[config.mk]
export PLATFORM = sky130hd
export DESIGN_NAME = adc_uart_packer_flat
export DESIGN_NICKNAME = d
export VERILOG_FILES = /design/src/rtl/adc_uart_packer_if.sv /design/src/rtl/adc_uart_packer.sv /design/src/flat_wrapper.sv
export SDC_FILE = /design/constraint.sdc
export NUM_CORES = 1
export LEC_CHECK = 0
export CORE_UTILIZATION = 46
export CTS_CLUSTER_SIZE = 24
export DETAILED_ROUTE_END_ITERATION = 7
export PLACE_DENSITY = 0.75
export SLEW_MARGIN = 15
export SYNTH_ARGS = -nofsm -noshare
export SYNTH_HDL_FRONTEND = slang
export SYNTH_SLANG_ARGS = --single-unit
[constraint.sdc]
create_clock -name clk -period 3.35 [get_ports clk]
set_input_delay 0.67 -clock clk [delete_from_list [all_inputs] [get_ports clk]]
set_output_delay 0.67 -clock clk [all_outputs]
set_load 0.01 [all_outputs]
[src/rtl/adc_uart_packer_if.sv]
// Sample-in / character-out handshake bundle between the ADC register, the packer and uart_tx.
// The master side is the packer; the slave side is whatever feeds samples and owns tx_rdy.
interface adc_uart_packer_if #(
  parameter int unsigned SAMPLE_W = 10,
  parameter int unsigned N_data   = 6
);
  logic                smp_valid;
  logic [SAMPLE_W-1:0] smp_data;
  logic                tx_rdy;
  logic                tx_wreq;
  logic [N_data-1:0]   tx_wdata;

  modport master (
    input  smp_valid,
    input  smp_data,
    input  tx_rdy,
    output tx_wreq,
    output tx_wdata
  );

  modport slave (
    output smp_valid,
    output smp_data,
    output tx_rdy,
    input  tx_wreq,
    input  tx_wdata
  );
endinterface

[src/rtl/adc_uart_packer.sv]
// Buffers ADC samples in a small FIFO and emits each one as NCHUNK UART characters,
// most significant slice first, with a frame-start flag in the MSB of the first character.
module adc_uart_packer #(
  parameter int unsigned SAMPLE_W   = 10,
  parameter int unsigned N_data     = 6,
  parameter int unsigned FIFO_DEPTH = 4
) (
  input  logic                        clk,
  input  logic                        rst,
  adc_uart_packer_if.master           bus,
  output logic                        busy,
  output logic [$clog2(FIFO_DEPTH):0] fifo_level,
  output logic [7:0]                  ovf_cnt
);

  localparam int unsigned PayW   = N_data - 1;
  localparam int unsigned NCHUNK = (SAMPLE_W + PayW - 1) / PayW;
  localparam int unsigned PadW   = NCHUNK * PayW;
  localparam int unsigned PtrW   = $clog2(FIFO_DEPTH);
  localparam int unsigned IdxW   = (NCHUNK > 1) ? $clog2(NCHUNK) : 1;

  localparam logic [PtrW:0]   FullCnt = FIFO_DEPTH[PtrW:0];
  localparam logic [IdxW-1:0] LastIdx = IdxW'(NCHUNK - 1);

  typedef enum logic [1:0] {
    StIdle,
    StSend,
    StIssue
  } state_e;

  // FIFO storage and bookkeeping
  logic [SAMPLE_W-1:0] mem_q [FIFO_DEPTH];
  logic [PtrW-1:0]     wr_ptr_q, rd_ptr_q;
  logic [PtrW:0]       count_q;
  logic [7:0]          ovf_q;
  logic                fifo_full, fifo_empty;
  logic                push, pop, drop;

  // Character sequencer
  state_e            state_q, state_d;
  logic [PadW-1:0]   shreg_q, shreg_d;
  logic [IdxW-1:0]   chunk_q, chunk_d;
  logic              wreq_q, wreq_d;
  logic [N_data-1:0] wdata_q, wdata_d;

  assign fifo_full  = (count_q == FullCnt);
  assign fifo_empty = (count_q == '0);
  assign pop        = (state_q == StIdle) && !fifo_empty;
  // A pop frees the head slot on the same edge, so a full FIFO can still take a sample.
  assign push       = bus.smp_valid && (!fifo_full || pop);
  assign drop       = bus.smp_valid && fifo_full && !pop;

  always_ff @(posedge clk) begin
    if (push) begin
      mem_q[wr_ptr_q] <= bus.smp_data;
    end
  end

  always_ff @(posedge clk) begin
    if (rst) begin
      wr_ptr_q <= '0;
      rd_ptr_q <= '0;
      count_q  <= '0;
      ovf_q    <= '0;
    end else begin
      if (push) begin
        wr_ptr_q <= wr_ptr_q + 1'b1;
      end
      if (pop) begin
        rd_ptr_q <= rd_ptr_q + 1'b1;
      end
      unique case ({push, pop})
        2'b10:   count_q <= count_q + 1'b1;
        2'b01:   count_q <= count_q - 1'b1;
        default: count_q <= count_q;
      endcase
      if (drop && (ovf_q != 8'hFF)) begin
        ovf_q <= ovf_q + 8'd1;
      end
    end
  end

  always_ff @(posedge clk) begin
    if (rst) begin
      state_q <= StIdle;
      shreg_q <= '0;
      chunk_q <= '0;
      wreq_q  <= 1'b0;
      wdata_q <= '0;
    end else begin
      state_q <= state_d;
      shreg_q <= shreg_d;
      chunk_q <= chunk_d;
      wreq_q  <= wreq_d;
      wdata_q <= wdata_d;
    end
  end

  always_comb begin
    state_d = state_q;
    shreg_d = shreg_q;
    chunk_d = chunk_q;
    wreq_d  = 1'b0;
    wdata_d = wdata_q;
    unique case (state_q)
      StIdle: begin
        if (!fifo_empty) begin
          shreg_d = PadW'(mem_q[rd_ptr_q]);
          chunk_d = '0;
          state_d = StSend;
        end
      end
      StSend: begin
        if (bus.tx_rdy) begin
          wreq_d  = 1'b1;
          wdata_d = {(chunk_q == '0), shreg_q[PadW-1 -: PayW]};
          state_d = StIssue;
        end
      end
      StIssue: begin
        if (chunk_q != LastIdx) begin
          chunk_d = chunk_q + 1'b1;
          shreg_d = shreg_q << PayW;
          state_d = StSend;
        end else begin
          state_d = StIdle;
        end
      end
      default: state_d = StIdle;
    endcase
  end

  assign bus.tx_wreq  = wreq_q;
  assign bus.tx_wdata = wdata_q;
  assign busy         = (state_q != StIdle) || !fifo_empty;
  assign fifo_level   = count_q;
  assign ovf_cnt      = ovf_q;

endmodule

[src/flat_wrapper.sv]
// flat-port wrapper written by rule: the top's interface ports become plain ports
module adc_uart_packer_flat 
#(
  parameter int unsigned SAMPLE_W   = 10,
  parameter int unsigned N_data     = 6,
  parameter int unsigned FIFO_DEPTH = 4
)
  (clk, rst, busy, fifo_level, ovf_cnt, bus_smp_valid, bus_smp_data, bus_tx_rdy, bus_tx_wreq, bus_tx_wdata);
  adc_uart_packer_if #(.SAMPLE_W(SAMPLE_W), .N_data(N_data)) bus_i ();
  input  logic clk;
  input  logic rst;
  output logic busy;
  output logic [$clog2(FIFO_DEPTH):0] fifo_level;
  output logic [7:0] ovf_cnt;
  input wire logic [$bits(bus_i.smp_valid)-1:0] bus_smp_valid;
  input wire logic [$bits(bus_i.smp_data)-1:0] bus_smp_data;
  input wire logic [$bits(bus_i.tx_rdy)-1:0] bus_tx_rdy;
  output wire logic [$bits(bus_i.tx_wreq)-1:0] bus_tx_wreq;
  output wire logic [$bits(bus_i.tx_wdata)-1:0] bus_tx_wdata;
  assign bus_i.smp_valid = bus_smp_valid;
  assign bus_i.smp_data = bus_smp_data;
  assign bus_i.tx_rdy = bus_tx_rdy;
  assign bus_tx_wreq = bus_i.tx_wreq;
  assign bus_tx_wdata = bus_i.tx_wdata;
  adc_uart_packer #(.SAMPLE_W(SAMPLE_W), .N_data(N_data), .FIFO_DEPTH(FIFO_DEPTH)) u_core (.clk(clk), .rst(rst), .bus(bus_i), .busy(busy), .fifo_level(fifo_level), .ovf_cnt(ovf_cnt));
endmodule
==> flow_metrics.py <==
metrics = {
    "status": {
        "violations": "DRC",
        "outcome": "finished with violations",
    },
    "finish": {
        "drive_gt1_frac": 0.1513,
        "antennaDiodeCount": 0,
        "nFillCells": 533,
        "ff_latch_area_mm2": 0.001942,
        "area_delta_synth_final_pct": 17.53,
        "nNetsFinal": 287,
        "fin_area_mm2": 0.003699,
        "fin_cells": 348,
        "multi_input_area_mm2": 0.001121,
    },
    "floorplan": {
        "die_width_um": 84.71,
        "ios": 33,
        "core_mm2": 0.006459,
        "die_area_mm2": 0.007176,
        "start_util": 0.4872,
        "rows": 29,
        "die_h_um": 84.71,
    },
    "sta": {
        "rsz0062_at_grt": "no",
        "finalClockSkew_ns": 0.008150,
        "hold_slack_ns": 0.4910,
        "hold_violations": 0,
        "relSlewSlack": 0.4076,
        "setup-tns-final_ns": 0,
        "drv_slew": 0,
        "timing.final.crit_period_ns": 2.489,
        "fmax_mhz": 401.8,
        "worstMarginPinSlew_ns": 0.8858,
        "setup_viol": 0,
        "min_period_over_period": 0.7429,
    },
    "worst_setup_path": {
        "end_kind": "flop",
        "cp.required_ns": 3.62,
        "r2r_start": "u_core.fifo_level[2]",
        "crit_start": "u_core.fifo_level[2]",
        "critPathKind": "flop to flop",
        "start_kind": "flop",
        "path_max_fanout": 8,
        "cp.arrival_ns": 2.76,
        "ff2ff_path_depth": 8,
    },
    "synthesis": {
        "yosysTopAreaCell": "edfxtp_1",
        "synth_flop_cell": "edfxtp_1",
        "synth_cell_types": 51,
        "async_reset_ff_frac": 0,
        "synthCells": 234,
        "yosysMostFrequentCell": "edfxtp_1",
        "synth_commonest_cells": "40 x edfxtp_1, 37 x dfxtp_1, 31 x nor2_1, 15 x a21oi_1, 10 x mux4_2",
        "ys_seq_elements": 77,
        "yosysSeqAreaShare": 0.6171,
        "avgSynthCellArea_um2": 13.45,
        "syn-num-nets": 255,
        "netlist_area_mm2": 0.003147,
        "synthTopCellsByArea": "edfxtp_1 38%, dfxtp_1 24%, mux4_2 7.2%",
        "synth-edff-count": 40,
        "synth.top_cell.area_share": 0.3817,
        "yosys_warnings": 0,
    },
    "place": {
        "numPortBuffers": 32,
        "placed_cell_area_mm2": 0.003510,
        "place_inst": 332,
        "gp_congestion": 0.7371,
        "dp_hpwl_mm": 3.298,
    },
    "clocking": {
        "cts_resized": 0,
        "numClockSinks": 77,
        "cts_hold_buf": 0,
        "path_clk_slew_ns": 0.09,
        "cts-root-buf": "clkbuf_8",
        "insertion_delay_ns": 0.35,
        "tritoncts": "built",
        "cts_setup_buffers": 0,
        "cts_buffers": 9,
        "clockBufferDepth": 2,
        "htreeDepth": 3,
    },
    "grt": {
        "overflow": 0,
        "grt_pass1_wl_mm": 8.369,
        "antenna_found_initial": 0,
        "grt_start_max_net_pins": 27,
        "grt_util_all_layers": 0.1563,
        "grt_pass1_vias": 1762,
    },
    "power_and_ir_drop": {
        "p_per_area_mw_per_mm2": 705.5,
        "ir_drop_mv": 0.3171,
        "p_leak_nw": 1.304,
        "power_mw": 2.609,
    },
    "hold_path": {
        "worst_hold_startpoint": "u_core.bus.tx_wdata[5]",
        "holdPathStages": 2,
        "hold_path_class": "flop to flop",
    },
    "route": {
        "dr.first_iter.drc_count": 98,
        "via_per_inst": 5.463,
        "first_pass_iters": 8,
        "wirelength_mm": 5.071,
        "drc": 2,
        "wl_per_cell_um": 14.57,
        "vias": 1901,
        "antenna_left": 0,
    },
    "run": {
        "drv_cap": 0,
    },
}
[cells in the final DEF, fill, tap and decap left out, types with 4 or more instances in the layout]
cell / instances
a211oi_2: 4
a21oi_1: 15
a22oi_1: 5
and2_1: 4
clkbuf_8: 9
clkdlybuf4s50_1: 32
dfxtp_1: 37
edfxtp_1: 40
ha_1: 6
inv_1: 6
mux2i_1: 6
mux4_2: 10
nand2_1: 8
nand2b_1: 4
nand3_1: 4
nor2_1: 31
[per-layer routing]
metal / track usage / share of wire
met1: 0.1905 / 0.45
met2: 0.2513 / 0.49
met3: 0.05211 / 0.045
met4: 0.07550 / 0.018
met5: 0 / 0
[cell type report]
class	count	area share
Clock inverter	7	0.01759
Clock buffer	9	0.03349
Multi-Input combinational cell	139	0.3031
Timing Repair Buffer	33	0.08863
Sequential cell	77	0.5250
Inverter	6	0.006089
Tap cell	77	0.02605
[power by group]
part	switching, mW	total [mW]	leakage (nW)	internal, mW
logic	0.360	0.703	0.540	0.343
registers	0.117	1.24	0.669	1.12
clock network	0.378	0.665	0.0943	0.287
[kinds of logic after synthesis]
kind of cell,after synthesis,synth area share
compound gates,36,0.08470
fa+ha+maj,7,0.03022
xor+xnor,6,0.01670
mux,18,0.09781
buf+inv,18,0.02664
simple gates,72,0.1268
flops,77,0.6171
[path summary, 6_finish.rpt]
path	end	slack [ns]
hold reg to reg	u_core.bus.tx_wdata[5]	0.49
setup reg to reg	u_core.fifo_level[2]	0.86
setup / recovery	u_core.fifo_level[2]	0.86
hold / removal	u_core.bus.tx_wdata[5]	0.49
[worst max-delay path: stages, from the launching register on]
cell and delay (ns):
dfxtp_1 0.48, nor3_1 0.12, nor3_2 0.48, ha_1 0.29
inv_1 0.06, fa_1 0.38, xor2_1 0.16, or3_1 0.30
a21oi_1 0.14
[state kept, by name (all words and copies together), names as in the netlist, named ones only]
signal / flops
u_core.mem_q: 40
u_core.shreg_q: 10
u_core.ovf_cnt: 8
u_core.bus.tx_wdata: 6
u_core.fifo_level: 3
u_core.rd_ptr_q: 2
u_core.state_q: 2
u_core.wr_ptr_q: 2
u_core.bus.tx_wreq: 1
u_core.chunk_q: 1
[metrics by stage]
step,worst slack [ns],utilization
after floorplan,1.153,-
after global placement,0.6569,0.5434
after detailed placement,0.5804,0.5434
after CTS,0.8553,0.5726
after global routing,0.6860,0.5726
final,0.8614,0.5726
Power figures use the tool's default switching activity.
